==> src/rtl/coin_pkg.sv <==
// Shared types and constants for the coin dispenser: FSM state encoding,
// chute indices and the coin value table.
package coin_pkg;

  // Dispense sequencer states
  typedef enum logic [2:0] {
    ST_IDLE      = 3'd0,
    ST_SELECT    = 3'd1,
    ST_FIRE      = 3'd2,
    ST_WAIT_DROP = 3'd3,
    ST_GAP       = 3'd4,
    ST_DONE      = 3'd5,
    ST_ERROR     = 3'd6
  } state_t;

  // Chute indices; also the bit position in solenoid/coin_sense
  localparam logic [1:0] PENNY   = 2'd0;
  localparam logic [1:0] NICKEL  = 2'd1;
  localparam logic [1:0] DIME    = 2'd2;
  localparam logic [1:0] QUARTER = 2'd3;

  // Value in cents of each chute, indexed by chute index
  localparam logic [4:0] COIN_VALUE [4] = '{5'd1, 5'd5, 5'd10, 5'd25};

  // Cents for one coin of the given chute
  function automatic logic [4:0] coin_value(input logic [1:0] idx);
    return COIN_VALUE[idx];
  endfunction

  // One-hot solenoid drive pattern for the given chute
  function automatic logic [3:0] coin_onehot(input logic [1:0] idx);
    return 4'b0001 << idx;
  endfunction

endpackage

==> src/rtl/coin_dispenser_if.sv <==
// CPU-facing MMIO bundle of the coin dispenser.
//
// Handshake: req_valid is a single-cycle pulse carrying req_amount; it is
// accepted only when the block is in IDLE (busy, done and error all low),
// otherwise it is dropped. ack is a single-cycle pulse that clears the sticky
// done/error flags and returns the block to IDLE; it has no effect while a
// request is still running. Status outputs are registered and may be polled
// at any time.
interface coin_dispenser_if #(
  parameter int AMOUNT_W = 10
);
  logic                req_valid;
  logic [AMOUNT_W-1:0] req_amount;
  logic                ack;
  logic                busy;
  logic                done;
  logic                error;
  logic [AMOUNT_W-1:0] remaining;
  logic [1:0]          last_coin;

  // CPU side
  modport master (
    output req_valid, req_amount, ack,
    input  busy, done, error, remaining, last_coin
  );

  // Dispenser side
  modport slave (
    input  req_valid, req_amount, ack,
    output busy, done, error, remaining, last_coin
  );
endinterface

==> src/rtl/coin_dispenser_sense_sync.sv <==
// Beam-break sensor front end: 2-flop synchronizer on each raw chute level
// followed by a registered rising-edge detector. A raw edge shows up as a
// one-cycle rise pulse after the third clock edge.
module sense_sync (
  input  logic       clock,
  input  logic       reset,
  input  logic [3:0] sense,
  output logic [3:0] rise
);

  logic [3:0] sync_1;
  logic [3:0] sync_2;
  logic [3:0] sync_2_d;

  // Synchronize raw levels and register the rising edge of the synced level
  always_ff @(posedge clock or negedge reset) begin
    if (!reset) begin
      sync_1   <= '0;
      sync_2   <= '0;
      sync_2_d <= '0;
      rise     <= '0;
    end else begin
      sync_1   <= sense;
      sync_2   <= sync_1;
      sync_2_d <= sync_2;
      rise     <= sync_2 & ~sync_2_d;
    end
  end

endmodule

==> src/rtl/coin_dispenser.sv <==
// Coin dispenser: takes a change amount from the CPU, splits it greedily into
// quarters/dimes/nickels/pennies and, per coin, pulses the chute solenoid and
// waits for the chute's beam-break confirmation before moving on.
module coin_dispenser
  import coin_pkg::*;
#(
  parameter int AMOUNT_W       = 10,
  parameter int PULSE_CYCLES   = 1500000,
  parameter int GAP_CYCLES     = 300000,
  parameter int TIMEOUT_CYCLES = 30000000
) (
  input  logic       clock,
  input  logic       reset,
  input  logic [3:0] coin_sense,
  output logic [3:0] solenoid,
  output state_t     fsm_state,
  coin_dispenser_if.slave bus
);

  localparam int PULSE_W = $clog2(PULSE_CYCLES + 1);
  localparam int GAP_W   = $clog2(GAP_CYCLES + 1);
  localparam int TOUT_W  = $clog2(TIMEOUT_CYCLES + 1);

  // Counter limits: *_MAX is the saturation value, *_LAST the value held
  // during the final cycle of the interval.
  localparam logic [PULSE_W-1:0] PULSE_MAX  = PULSE_W'(PULSE_CYCLES);
  localparam logic [PULSE_W-1:0] PULSE_LAST = PULSE_W'(PULSE_CYCLES - 1);
  localparam logic [GAP_W-1:0]   GAP_MAX    = GAP_W'(GAP_CYCLES);
  localparam logic [GAP_W-1:0]   GAP_LAST   = GAP_W'(GAP_CYCLES - 1);
  localparam logic [TOUT_W-1:0]  TOUT_MAX   = TOUT_W'(TIMEOUT_CYCLES);
  localparam logic [TOUT_W-1:0]  TOUT_LAST  = TOUT_W'(TIMEOUT_CYCLES - 1);

  state_t              state;
  logic [AMOUNT_W-1:0] remaining;
  logic [1:0]          last_coin;
  logic                busy;
  logic                done;
  logic                error;
  logic                drop_seen;
  logic [PULSE_W-1:0]  pulse_cnt;
  logic [GAP_W-1:0]    gap_cnt;
  logic [TOUT_W-1:0]   tout_cnt;

  logic [3:0]          detect;
  logic                drop_hit;
  logic [1:0]          pick_coin;
  logic [AMOUNT_W-1:0] fired_value;
  logic [PULSE_W-1:0]  pulse_inc;
  logic [GAP_W-1:0]    gap_inc;
  logic [TOUT_W-1:0]   tout_inc;
  logic                pulse_end;
  logic                gap_end;
  logic                tout_end;

  sense_sync u_sense_sync (
    .clock (clock),
    .reset (reset),
    .sense (coin_sense),
    .rise  (detect)
  );

  // Only the chute that was just fired can confirm a drop
  assign drop_hit    = detect[last_coin];
  assign fired_value = AMOUNT_W'(coin_value(last_coin));

  // Saturating increments and interval-end flags for the three timers
  assign pulse_inc = (pulse_cnt == PULSE_MAX) ? pulse_cnt : pulse_cnt + PULSE_W'(1);
  assign gap_inc   = (gap_cnt   == GAP_MAX)   ? gap_cnt   : gap_cnt + GAP_W'(1);
  assign tout_inc  = (tout_cnt  == TOUT_MAX)  ? tout_cnt  : tout_cnt + TOUT_W'(1);
  assign pulse_end = (pulse_cnt >= PULSE_LAST);
  assign gap_end   = (gap_cnt >= GAP_LAST);
  assign tout_end  = (tout_cnt >= TOUT_LAST);

  // Greedy choice: largest coin that still fits in the remaining amount
  always_comb begin
    pick_coin = PENNY;
    if (remaining >= AMOUNT_W'(coin_value(QUARTER))) begin
      pick_coin = QUARTER;
    end else if (remaining >= AMOUNT_W'(coin_value(DIME))) begin
      pick_coin = DIME;
    end else if (remaining >= AMOUNT_W'(coin_value(NICKEL))) begin
      pick_coin = NICKEL;
    end
  end

  // Dispense sequencer with registered status and solenoid outputs
  always_ff @(posedge clock or negedge reset) begin
    if (!reset) begin
      state     <= ST_IDLE;
      solenoid  <= '0;
      busy      <= 1'b0;
      done      <= 1'b0;
      error     <= 1'b0;
      remaining <= '0;
      last_coin <= PENNY;
      drop_seen <= 1'b0;
      pulse_cnt <= '0;
      gap_cnt   <= '0;
      tout_cnt  <= '0;
    end else begin
      case (state)
        ST_IDLE: begin
          if (bus.req_valid) begin
            if (bus.req_amount != '0) begin
              remaining <= bus.req_amount;
              busy      <= 1'b1;
              state     <= ST_SELECT;
            end else begin
              done  <= 1'b1;
              state <= ST_DONE;
            end
          end
        end

        ST_SELECT: begin
          if (remaining == '0) begin
            busy  <= 1'b0;
            done  <= 1'b1;
            state <= ST_DONE;
          end else begin
            last_coin <= pick_coin;
            solenoid  <= coin_onehot(pick_coin);
            drop_seen <= 1'b0;
            pulse_cnt <= '0;
            tout_cnt  <= '0;
            state     <= ST_FIRE;
          end
        end

        ST_FIRE: begin
          // An early drop is remembered, but the pulse always runs full length
          tout_cnt <= tout_inc;
          if (drop_hit) begin
            drop_seen <= 1'b1;
          end
          if (pulse_end) begin
            solenoid <= '0;
            if (drop_seen || drop_hit) begin
              remaining <= remaining - fired_value;
              gap_cnt   <= '0;
              state     <= ST_GAP;
            end else begin
              state <= ST_WAIT_DROP;
            end
          end else begin
            pulse_cnt <= pulse_inc;
          end
        end

        ST_WAIT_DROP: begin
          tout_cnt <= tout_inc;
          if (drop_hit) begin
            remaining <= remaining - fired_value;
            gap_cnt   <= '0;
            state     <= ST_GAP;
          end else if (tout_end) begin
            busy  <= 1'b0;
            error <= 1'b1;
            state <= ST_ERROR;
          end
        end

        ST_GAP: begin
          // Sensor bounce during the settle time is deliberately ignored
          if (gap_end) begin
            state <= ST_SELECT;
          end else begin
            gap_cnt <= gap_inc;
          end
        end

        ST_DONE: begin
          if (bus.ack) begin
            done  <= 1'b0;
            state <= ST_IDLE;
          end
        end

        ST_ERROR: begin
          // remaining/last_coin are kept so the CPU can see what failed
          solenoid <= '0;
          if (bus.ack) begin
            error <= 1'b0;
            state <= ST_IDLE;
          end
        end

        default: begin
          solenoid <= '0;
          busy     <= 1'b0;
          state    <= ST_IDLE;
        end
      endcase
    end
  end

  assign bus.busy      = busy;
  assign bus.done      = done;
  assign bus.error     = error;
  assign bus.remaining = remaining;
  assign bus.last_coin = last_coin;
  assign fsm_state     = state;

endmodule

==> src/flat_wrapper.sv <==
// flat-port wrapper written by rule: the top's interface ports become plain ports
module coin_dispenser_flat import coin_pkg::*;
#(
  parameter int AMOUNT_W       = 10,
  parameter int PULSE_CYCLES   = 1500000,
  parameter int GAP_CYCLES     = 300000,
  parameter int TIMEOUT_CYCLES = 30000000
)
  (clock, reset, coin_sense, solenoid, fsm_state, bus_req_valid, bus_req_amount, bus_ack, bus_busy, bus_done, bus_error, bus_remaining, bus_last_coin);
  coin_dispenser_if #(.AMOUNT_W(AMOUNT_W)) bus_i ();
  input  logic clock;
  input  logic reset;
  input  logic [3:0] coin_sense;
  output logic [3:0] solenoid;
  output state_t fsm_state;
  input wire logic [$bits(bus_i.req_valid)-1:0] bus_req_valid;
  input wire logic [$bits(bus_i.req_amount)-1:0] bus_req_amount;
  input wire logic [$bits(bus_i.ack)-1:0] bus_ack;
  output wire logic [$bits(bus_i.busy)-1:0] bus_busy;
  output wire logic [$bits(bus_i.done)-1:0] bus_done;
  output wire logic [$bits(bus_i.error)-1:0] bus_error;
  output wire logic [$bits(bus_i.remaining)-1:0] bus_remaining;
  output wire logic [$bits(bus_i.last_coin)-1:0] bus_last_coin;
  assign bus_i.req_valid = bus_req_valid;
  assign bus_i.req_amount = bus_req_amount;
  assign bus_i.ack = bus_ack;
  assign bus_busy = bus_i.busy;
  assign bus_done = bus_i.done;
  assign bus_error = bus_i.error;
  assign bus_remaining = bus_i.remaining;
  assign bus_last_coin = bus_i.last_coin;
  coin_dispenser #(.AMOUNT_W(AMOUNT_W), .PULSE_CYCLES(PULSE_CYCLES), .GAP_CYCLES(GAP_CYCLES), .TIMEOUT_CYCLES(TIMEOUT_CYCLES)) u_core (.clock(clock), .reset(reset), .coin_sense(coin_sense), .solenoid(solenoid), .fsm_state(fsm_state), .bus(bus_i));
endmodule
==> config.mk <==
export PLATFORM = sky130hd
export DESIGN_NAME = coin_dispenser_flat
export DESIGN_NICKNAME = d
export VERILOG_FILES = /design/src/rtl/coin_pkg.sv /design/src/rtl/coin_dispenser_if.sv /design/src/rtl/coin_dispenser_sense_sync.sv /design/src/rtl/coin_dispenser.sv /design/src/flat_wrapper.sv
export SDC_FILE = /design/constraint.sdc
export NUM_CORES = 1
export LEC_CHECK = 0
export ABC_AREA = 0
export CAP_MARGIN = 20
export CELL_PAD_IN_SITES_DETAIL_PLACEMENT = 1
export CELL_PAD_IN_SITES_GLOBAL_PLACEMENT = 1
export CORE_ASPECT_RATIO = 0.7
export CORE_MARGIN = 3
export CORE_UTILIZATION = 46
export DETAILED_ROUTE_END_ITERATION = 8
export PLACE_DENSITY_LB_ADDON = 0.2
export SYNTH_ARGS = -nofsm -noshare
export SYNTH_HDL_FRONTEND = slang
export SYNTH_SLANG_ARGS = --single-unit
==> constraint.sdc <==
create_clock -name clock -period 2.6 [get_ports clock]
set_input_delay 0.52 -clock clock [delete_from_list [all_inputs] [get_ports clock]]
set_output_delay 0.52 -clock clock [all_outputs]
set_load 0.02 [all_outputs]
== Yosys cells after proc, flatten, opt, wreduce, memory -nomap -nowiden ==
Index checks and enable logic that the tools add are counted.

* Reductions and logical operators: 25
* Shift operators: 1
* Bitwise logic cells: 6
* Magnitude comparators: 8
* Muxes and demuxes: 57
* Add/subtract/negate cells: 4
* Equal/unequal tests: 30

{| class="wikitable"
|+ Operator list
! cell !! count
|-
| $mux 19 || 5
|-
| $mux 21 || 3
|-
| $pmux 19 s3 || 1
|-
| $mux 10 || 5
|-
| $mux 25 || 2
|-
| $pmux 25 s2 || 1
|-
| $pmux 21 s2 || 1
|-
| $pmux 10 s3 || 1
|-
| $mux 3 || 9
|-
| $add 25x1->25 const B || 1
|-
| $eq 25x25->1 const B || 1
|-
| $ge 25x25->1 const B || 1
|-
| $ne 2x2->1 const B || 11
|-
| $add 21x1->21 const B || 1
|-
| $eq 21x21->1 const B || 1
|-
| $ge 21x21->1 const B || 1
|-
| $add 19x1->19 const B || 1
|-
| $eq 19x19->1 const B || 1
|-
| $ge 19x19->1 const B || 1
|-
| $ne 2x1->1 const B || 9
|-
| $pmux 3 s6 || 1
|-
| $reduce_and 6->1 || 3
|-
| $mux 1 || 15
|-
| $pmux 4 s3 || 1
|-
| 35 further kinds || 54
|}

* Register bits: 104
* Logic and storage cells: 146
* Output and inout bits: 22
* Input port bits: 18

== Longest topological paths before layout ==
Gate-level depths: netlist of the first run.

* Depth after elaboration: 8
* Depth in mapped cells: 9
* Depth with buffers taken out: 9

== Hierarchy ==
From an unflattened synthesis of the first run, not the netlist that was laid out.

* Cell total of the unflattened synthesis: 600
* Area total of the unflattened synthesis: 5679.2 µm²

{| class="wikitable"
|+ Modules (own cells, without submodules)
! module !! area an instance (µm²) !! times used !! cells an instance !! seq. area each (µm²)
|-
| coin_dispenser || 5223.8 || 1 || 580 || 2202.1
|-
| sense_sync || 455.4 || 1 || 20 || 400.4
|}

== Worst setup path after synthesis of the first run ==
OpenSTA, ideal clock, no wires.

* Kind: flip-flop to flip-flop
* From: reg u_core.remaining[5], in the netlist u_core.bus.remaining[5]
* To: reg u_core.tout_cnt[24]
* Buffers on the path: 2
* Data required time: 2.468 ns
* Library setup time: 0.132 ns
* Setup slack: 0.329 ns
* Arrival: 2.139 ns
* Stages on the path, launching flop included: 9
* Clock period less this slack: 2.271 ns
* Cell sequence: dfrtp_1 > or3_1 > clkbuf_1 > o41a_1 > o2111ai_2 > buf_2 > nor3_1 > xnor2_1 > nor2_1

* Cells in the longest elaborated chain, start to end: 3

{| class="wikitable"
|+ Ends and longest elaborated chain
! item !! line !! source
|-
| start: declaration || coin_dispenser.sv:34 || <nowiki>logic [AMOUNT_W-1:0] remaining;</nowiki>
|-
| start signal: assignment || coin_dispenser.sv:105 || <nowiki>remaining <= bus.req_amount;</nowiki>
|-
| start signal: assignment || coin_dispenser.sv:139 || <nowiki>remaining <= remaining - fired_value;</nowiki>
|-
| start signal: assignment || coin_dispenser.sv:153 || <nowiki>remaining <= remaining - fired_value;</nowiki>
|-
| $logic_not 10->1 || coin_dispenser.sv:116 || <nowiki>if (remaining == '0) begin</nowiki>
|-
| $ne 2x2->1 (no line) || -- ||
|-
| $reduce_and 3->1 (no line) || -- ||
|-
| end signal: assignment || coin_dispenser.sv:132 || <nowiki>tout_cnt <= tout_inc;</nowiki>
|-
| end signal: assignment || coin_dispenser.sv:151 || <nowiki>tout_cnt <= tout_inc;</nowiki>
|-
| end: declaration || coin_dispenser.sv:42 || <nowiki>logic [TOUT_W-1:0] tout_cnt;</nowiki>
|}

Every way passes these cells.
A chain may end at the register's enable or synchronous reset.

== Final worst setup path of the first run ==
* From: reg u_core.tout_cnt[21]
* To: reg u_core.state[2], in the netlist u_core.fsm_state[2]

* Cells in the longest elaborated chain, start to end: 3

{| class="wikitable"
|+ Ends and longest elaborated chain
! item !! line !! source
|-
| $ge 25x25->1 || coin_dispenser.sv:72 || <nowiki>assign tout_end = (tout_cnt >= TOUT_LAST);</nowiki>
|-
| $ne 3x1->1 (no line) || -- ||
|-
| $reduce_and 5->1 (no line) || -- ||
|-
| end signal: assignment || coin_dispenser.sv:89 || <nowiki>state <= ST_IDLE;</nowiki>
|-
| end signal: assignment || coin_dispenser.sv:107 || <nowiki>state <= ST_SELECT;</nowiki>
|-
| end signal: assignment || coin_dispenser.sv:110 || <nowiki>state <= ST_DONE;</nowiki>
|-
| end: declaration || coin_dispenser.sv:33 || <nowiki>state_t state;</nowiki>
|}

Every way passes these cells.

==> results.md, run 1 <==
- Status: finished clean
- Final slew viol count: 0
- Final hold violations: 0
- Dpl cells: 841
- Worst hold path class: input pin to asynchronous set/reset pin
- Met3 Wirelength: 698 um
- Met2 WL: 8280 um
- Final Cycle Share: between 90 and 100%
- CP startpoint kind: flip-flop
- VDD IR max: 0.000724 V
- Area of the mapped netlist: between 5000 and 6000 um2
- Asr flop ratio synth: 100%
- Worst clock skew: between 0.008 and 0.009 ns
- Post-synthesis sequential area ratio: between 40% and 50%
- GR Overflow Total: 0
- Synth Register Bits: 104
- Nets: 728
- Post-DR vias/cell: about 6.1
- Area Growth Syn to Fin: 20.8%
- Leakage: 2.85 nW
- Starting density of the core: 48.0%
- Slew at the pin closest to its max-slew limit: ~0.96 ns
- Post-layout util: 57.9%
- PortBufs: 39
- Synth Instances: ~630
- Remaining DRCs: 0
- Drt pass-1 iters: 5
- I/O pins: 40
- Initial antenna violation count: 0
- Pin count of the biggest net entering global routing: 60
- Bufs on Longest Clock Path: 2
- Number of diodes: 0
- CTS Hold Bufs: 0
- Worst Path Required: 2.84 ns
- CTS tree: built
- Yosys cell types: 67
- Nature of the critical path endpoint: flip-flop
- Finished Layout Cells: 860
- Reg clk slew, reported paths: 0.08 ns
- DRT iter0 DRCs: 287
- Clock root cell: clkbuf_16
- FP Rows: 33
- Chip height: 99.2 um
- Skew-Pair Late Insertion Delay: 0.36 ns
- Htree depth: 3
- Number of flops mapped to enable cells by yosys: 0
- Power density over the cells: between 900 and 1000 nW/um2
- Die Area: about 14000 um2
- Via count: 5263
- Period minus WS final: between 2 and 2.5 ns
- Vias in the first global route: 5357
- Yosys warns: 0
- All-Layer GR Usage: 24.9%
- CTS buffer count: 9
- Slew headroom: between 30% and 40%
- Dpl hpwl: 11800 um
- RePlAce Congestion: roughly 0.80
- Core Footprint: roughly 12000 um2
- Net count after synthesis: 658
- Max FO, Critical Path: 4
- Post-detailed-route wirelength per cell: between 15 and 20 um
- Setup TNS: 0 ns
- Arr. time, crit path: 2.71 ns
- Fmax: 0.405 GHz
- Share of cells above drive strength 1: between 10% and 20%
- Crit path kind: flip-flop to flip-flop
- Drt total wl: 16900 um
- Post-DRT Antenna Nets: 0
- Final setup vio count: 0
- Main synth FF type: dfrtp_1
- Clock sinks: 104
- Max Used Layer: met4
- DIE WIDTH: 139 um
- Max Cap Viol: 0
- Avg Cell Area, Syn: 9.08 um2
- Global-route wire length before repair: 28000 um
- Detailed-routing wirelength on met1: 7570 um
[critical path, stage by stage, from the launching register on]
cell	delay, ns
dfrtp_1	0.43
or4_1	0.59
nor3_2	0.31
a2111oi_2	0.14
buf_4	0.18
o211ai_1	0.25
nand3_2	0.13
mux2_4	0.31
[metal layers]
metal / up-vias / track usage, %
met5: - / 0
met4: 0 / 7.14
met3: 28 / 4.57
met2: 114 / 42.0
met1: 2687 / 33.2
li1: 2434 / -
[cell type report]
cell class / instances / area [um2]
clock buffers: 9 / 225
multi-input cells: 478 / 2980
well taps: 157 / 196
flip-flops and latches: 104 / 2600
fillers: 1363 / 5000
inverters: 23 / 86.3
clock inverters: 7 / 81.3
repair buffers: 82 / 721
[registers in the layout, indices dropped and copies added (netlist names)]
| register | cells |
|---|---|
| u_core.tout_cnt | 25 |
| u_core.bus.busy | 1 |
| u_core.gap_cnt | 19 |
| u_core.u_sense_sync.rise | 4 |
| u_core.pulse_cnt | 21 |
| u_core.bus.error | 1 |
| u_core.bus.remaining | 10 |
| u_core.bus.last_coin | 2 |
| u_core.drop_seen | 1 |
| u_core.u_sense_sync.sync_2_d | 4 |
| u_core.solenoid | 4 |
| u_core.fsm_state | 3 |
| u_core.u_sense_sync.sync_2 | 4 |
| u_core.u_sense_sync.sync_1 | 4 |
| u_core.bus.done | 1 |
[layout by cell type, fill, tap and decap left out, types with 3 or more instances in the layout]
cell / instances
o31ai_1: 6
xor2_1: 15
or3_1: 12
o41ai_1: 3
and3_1: 9
nor4_2: 3
a31oi_1: 14
nand3_1: 26
nand4_1: 24
xnor2_1: 16
ha_1: 11
inv_1: 23
dfrtp_1: 104
clkdlybuf4s50_1: 38
nor4_1: 8
nor2b_1: 10
nand2_1: 67
clkbuf_16: 9
a41oi_1: 3
a21oi_1: 25
o21ai_0: 36
inv_6: 5
o21ai_1: 3
nand2b_1: 6
and4_1: 4
and2_1: 5
buf_4: 42
or4_1: 13
nor2_1: 66
nand4b_1: 3
o211ai_1: 15
a22o_1: 6
nor3_1: 21
[synth_stat cells, types with 3 or more instances]
library cell  count  share of area [%]
a31oi_1          14                1.5
nand4_1          24                2.6
nor2b_1          10                1.1
nor3_1           23                2.0
nor4_1            9               0.99
o211ai_1         15                2.0
a41oi_1           3               0.46
buf_2             3               0.26
and2_1            5               0.55
and4_1            4               0.61
o21ai_1           3               0.26
or3_1            12                1.3
nand2b_1          6               0.66
nand3_1          26                2.3
xnor2_1          16                2.5
ha_1             11                2.4
nor2_1           67                4.4
o31ai_1           6               0.79
nand2_1          67                4.4
and3_1            9               0.99
inv_1            23                1.5
buf_1             4               0.26
o21ai_0          36                3.2
nand4b_1          3               0.46
clkbuf_1         16                1.1
o41ai_1           3               0.46
or4_1            13                1.7
a21oi_1          25                2.2
dfrtp_1         104                 46
a22o_1            6               0.92
xor2_1           15                2.3
[per-stage QoR]
step	worst slack [ns]	area [um2]	total power [mW]	hold slack, ns
6_report	0.131	6890	6.68	0.236
5_1_grt	-0.0431	6890	7.12	0.307
4_1_cts	0.00771	6840	6.64	0.275
3_5_place_dp	-0.293	6510	5.17	0.338
3_3_place_gp	-0.119	6510	5.02	0.337
2_1_floorplan	0.329	5700	3.92	0.224
[repair_timing]
item / in CTS / in global routing
hold endpoints to repair: 0 / 0
setup buffers: 0 / 1
cloned: 0 / 1
endpoints found under the setup margin: 8 / 9
pin swaps: 0 / 1
gates resized for setup: 4 / 4
[kinds of logic after synthesis]
kind of cell             Yosys count  synth area share (%)
AND/OR/NAND/NOR                  293                  26.4
AO/OA/AOI/OAI                    137                  16.1
flip-flops                       104                  45.6
buffers and inverters             47                  3.29
XOR/XNOR                          31                  4.76
adder cells (fa/ha/maj)           12                  2.76
multiplexers                       4                  1.01
[worst paths after layout]
path,start,end,slack [ns],depth (start not counted)
setup / recovery,u_core.tout_cnt[21],u_core.fsm_state[2],0.13,7
hold / removal,reset,u_core.gap_cnt[6],0.24,1
setup reg to reg,u_core.tout_cnt[21],u_core.fsm_state[2],0.13,7
hold reg to reg,u_core.u_sense_sync.sync_1[0],u_core.u_sense_sync.sync_2[0],0.35,0
max in group asynchronous,reset,u_core.tout_cnt[9],1.66,2
min in group clock,u_core.u_sense_sync.sync_1[0],u_core.u_sense_sync.sync_2[0],0.35,0
[where the power goes]
| group | switching (mW) | total, mW | internal, mW |
|---|---|---|---|
| Clock | 0.671 | 1.44 | 0.765 |
| Sequential | 0.320 | 2.16 | 1.84 |
| Combinational | 1.87 | 3.09 | 1.22 |
| Total | 2.86 | 6.68 | 3.82 |
(Power assumes the default switching activity.)
==> inputs of run 2 (changes only) <==
--- a/config.mk
+++ b/config.mk
@@ -11,7 +11,7 @@
 export CELL_PAD_IN_SITES_GLOBAL_PLACEMENT = 1
 export CORE_ASPECT_RATIO = 0.7
 export CORE_MARGIN = 3
-export CORE_UTILIZATION = 46
+export CORE_UTILIZATION = 49
 export DETAILED_ROUTE_END_ITERATION = 8
 export PLACE_DENSITY_LB_ADDON = 0.2
 export SYNTH_ARGS = -nofsm -noshare
==> constraint.sdc (replaced) <==
create_clock -name clock -period 3.15 [get_ports clock]
set_input_delay 0.63 -clock clock [delete_from_list [all_inputs] [get_ports clock]]
set_output_delay 0.63 -clock clock [all_outputs]
set_load 0.02 [all_outputs]
==> results.md, run 2 (synthesis gave the netlist of run 1 again) <==
- Post-CTS Setup Inserts: 0 (unchanged)
- Clock root cell: clkbuf_16
- Met3 Wirelength: 673 um (-3.6%)
- PortBufs: 39 (unchanged)
- Top reg by flops: u_core.tout_cnt
- Dpl hpwl: 11700 um (-0.52%)
- Leakage: 2.70 nW (-5.3%)
- Drt total wl: 16500 um (-2.4%)
- Clock Power Share: 21.1% (-0.4 points)
- Remaining DRCs: 0 (unchanged)
- Clock sinks: 104 (unchanged)
- Drt pass-1 iters: 5 (unchanged)
- RSZ-0062 raised after global routing: false
- Htree depth: 3 (unchanged)
- Skew-Pair Late Insertion Delay: 0.35 ns (about the same)
- Status: finished clean
- CP startpoint kind: flip-flop
- Pint: 2.95 mW (-23%)
- Starting density of the core: 51.1% (+3.1 points)
- Family with the most delay on the worst path: compound AO/OA/AOI/OAI gates
- CTS tree: built
- Detailed-routing wirelength on met1: 7670 um (+1.3%)
- Pin count of the biggest net entering global routing: 55 (-8.3%)
- Final Cycle Share: 85.2% (-9.8 points)
- FP Rows: 32 (-3.0%)
- Final hold violations: 0 (unchanged)
- Max FFs per register: 25 (unchanged)
- Post-DR vias/cell: 6.22 (+1.7%)
- Most frequent cells in the layout: dfrtp_1, nand2_1, nor2_1
- Switch Pwr: 2.30 mW (-20%)
- Worst hold path class: input pin to asynchronous set/reset pin
- Nature of the critical path endpoint: flip-flop
- Core Footprint: 11200 um2 (-6.1%)
- Largest registers: u_core.tout_cnt: 25 flops, u_core.pulse_cnt: 21 flops, u_core.gap_cnt: 19 flops
- Post-detailed-route wirelength per cell: 19.9 um (+1.4%)
- Max Used Layer: met4
- Max incr delay on CP: 0.57 ns (-0.02 ns)
- Slew at the pin closest to its max-slew limit: 0.931 ns (-0.0240 ns)
- Post-cts gate resize count: 0 (-4)
- Final slew viol count: 0 (unchanged)
- Max FO, Critical Path: 11 (+7)
- Seq pwr share: 34.4% (+2.1 points)
- CTS buffer count: 9 (unchanged)
- Power density over the cells: 794 nW/um2 (-18%)
- Crit path buf inv count: 0 (-1)
- Post-DRT Antenna Nets: 0 (unchanged)
- Reg clk slew, reported paths: 0.08 ns (about the same)
- Final setup vio count: 0 (unchanged)
- Met2 WL: 7960 um (-3.9%)
- I/O pins: 40 (unchanged)
- Share of cells above drive strength 1: 7.41% (-4.4 points)
- Finished Cell Area: 6610 um2 (-4.1%)
- CTS Hold Bufs: 0 (unchanged)
- Worst Path Required: 3.43 ns (+0.59 ns)
- Crit path kind: flip-flop to flip-flop
- Commonest non-fill, non-tap cell in the layout: dfrtp_1
- Global-route wire length before repair: 27600 um (-1.5%)
- Sw frac: 43.8% (+1.0 points)
- Worst clock skew: 0.00635 ns (-0.00193 ns)
- Bufs on Longest Clock Path: 2 (unchanged)
- Setup TNS: 0 ns (unchanged)
- Nets: 700 (-3.8%)
- Worst path most repeated cell: or4_1
- Fmax: 0.373 GHz (-8.0%)
- Die Area: 13000 um2 (-5.8%)
- Chip height: 96.3 um (-2.9%)
- Initial antenna violation count: 0 (unchanged)
- Slew headroom: 37.5% (+1.3 points)
- Cell Chain, Critical Path: or4_1, o21ai_1, o211a_1, o22ai_2, or4_1, a21oi_1
- Vias in the first global route: 5359 (+0.037%)
- Slowest CP cell: or4_1
- GR Overflow Total: 0 (unchanged)
- Number of diodes: 0 (unchanged)
- VDD IR max: 0.000511 V (-29%)
- All-Layer GR Usage: 26.5% (+1.6 points)
- RePlAce Congestion: 0.851 (+5.9%)
- DIE WIDTH: 135 um (-3.0%)
- Arr. time, crit path: 2.96 ns (+0.25 ns)
- Max Cap Viol: 0 (unchanged)
- Area Growth Syn to Fin: 15.9%
- Period minus WS final: 2.68 ns (+0.214 ns)
- Via count: 5153 (-2.1%)
- Placed Area: 6320 um2 (-3.0%)
- DRT iter0 DRCs: 297 (+3.5%)
- Power share of the combinational group: 44.5% (-1.7 points)
==> run 2: cell types whose count changed in the layout (fill, tap and decap cells not counted), moves of 2 or more <==
cell	change
buf_4	-26
nor3_1	+2
clkinv_4	+2
inv_6	-2
nor3_2	-2
==> run 2: final timing paths <==
kind | cells after the start | start | endpoint | slack (ns)
min in group clock | 0 | u_core.u_sense_sync.sync_1[1] | u_core.u_sense_sync.sync_2[1] | 0.35
worst max register to register | 6 | u_core.gap_cnt[16] | u_core.gap_cnt[12] | 0.47
worst min-delay path | 1 | reset | u_core.gap_cnt[7] | 0.30
worst min register to register | 0 | u_core.u_sense_sync.sync_1[1] | u_core.u_sense_sync.sync_2[1] | 0.35
max in group asynchronous | 2 | reset | u_core.pulse_cnt[15] | 2.12
worst max-delay path | 6 | u_core.gap_cnt[16] | u_core.gap_cnt[12] | 0.47
==> run 2: cell type report <==
class,count,area [um2]
tap,153,191
timing repair buffer,55,520
inverter,23,86.3
multi-input combinational,477,2920
sequential,104,2600
clock buffer,9,225
fill,1283,4560
clock inverter,7,62.6
==> run 2: metrics by stage <==
stage          hold slack [ns]  power, mW  std cells  setup slack [ns]  util, %
2_1_floorplan            0.331       3.24        628             0.879        -
3_3_place_gp             0.334       3.99        812             0.596     56.6
3_5_place_dp             0.336       4.13        812             0.506     56.6
4_1_cts                  0.336       5.26        828             0.477     59.2
5_1_grt                  0.360       5.61        828             0.308     59.2
6_report                 0.301       5.25        828             0.467     59.2
==> run 2: worst reg2reg max path, stage by stage (launching register included) <==
cell	delay [ns]
dfrtp_1	0.42
or4_1	0.57
o21ai_1	0.23
o211a_1	0.46
o22ai_2	0.27
or4_1	0.51
a21oi_1	0.15
==> run 2: layer usage <==
layer,up-vias,track usage [%]
met3,17,4.86
met5,-,0
met1,2631,36.5
met4,0,5.29
li1,2379,-
met2,126,44.6
==> run 2: power by group through the flow <==
| stage | logic, mW | registers [mW] | clock network (mW) |
|---|---|---|---|
| detailed placement | 2.31 | 1.82 | 0 |
| CTS | 2.33 | 1.80 | 1.13 |
| floorplan | 1.39 | 1.85 | 0 |
| global route | 2.58 | 1.85 | 1.19 |
| finish | 2.33 | 1.81 | 1.11 |
| global placement | 2.18 | 1.81 | 0 |
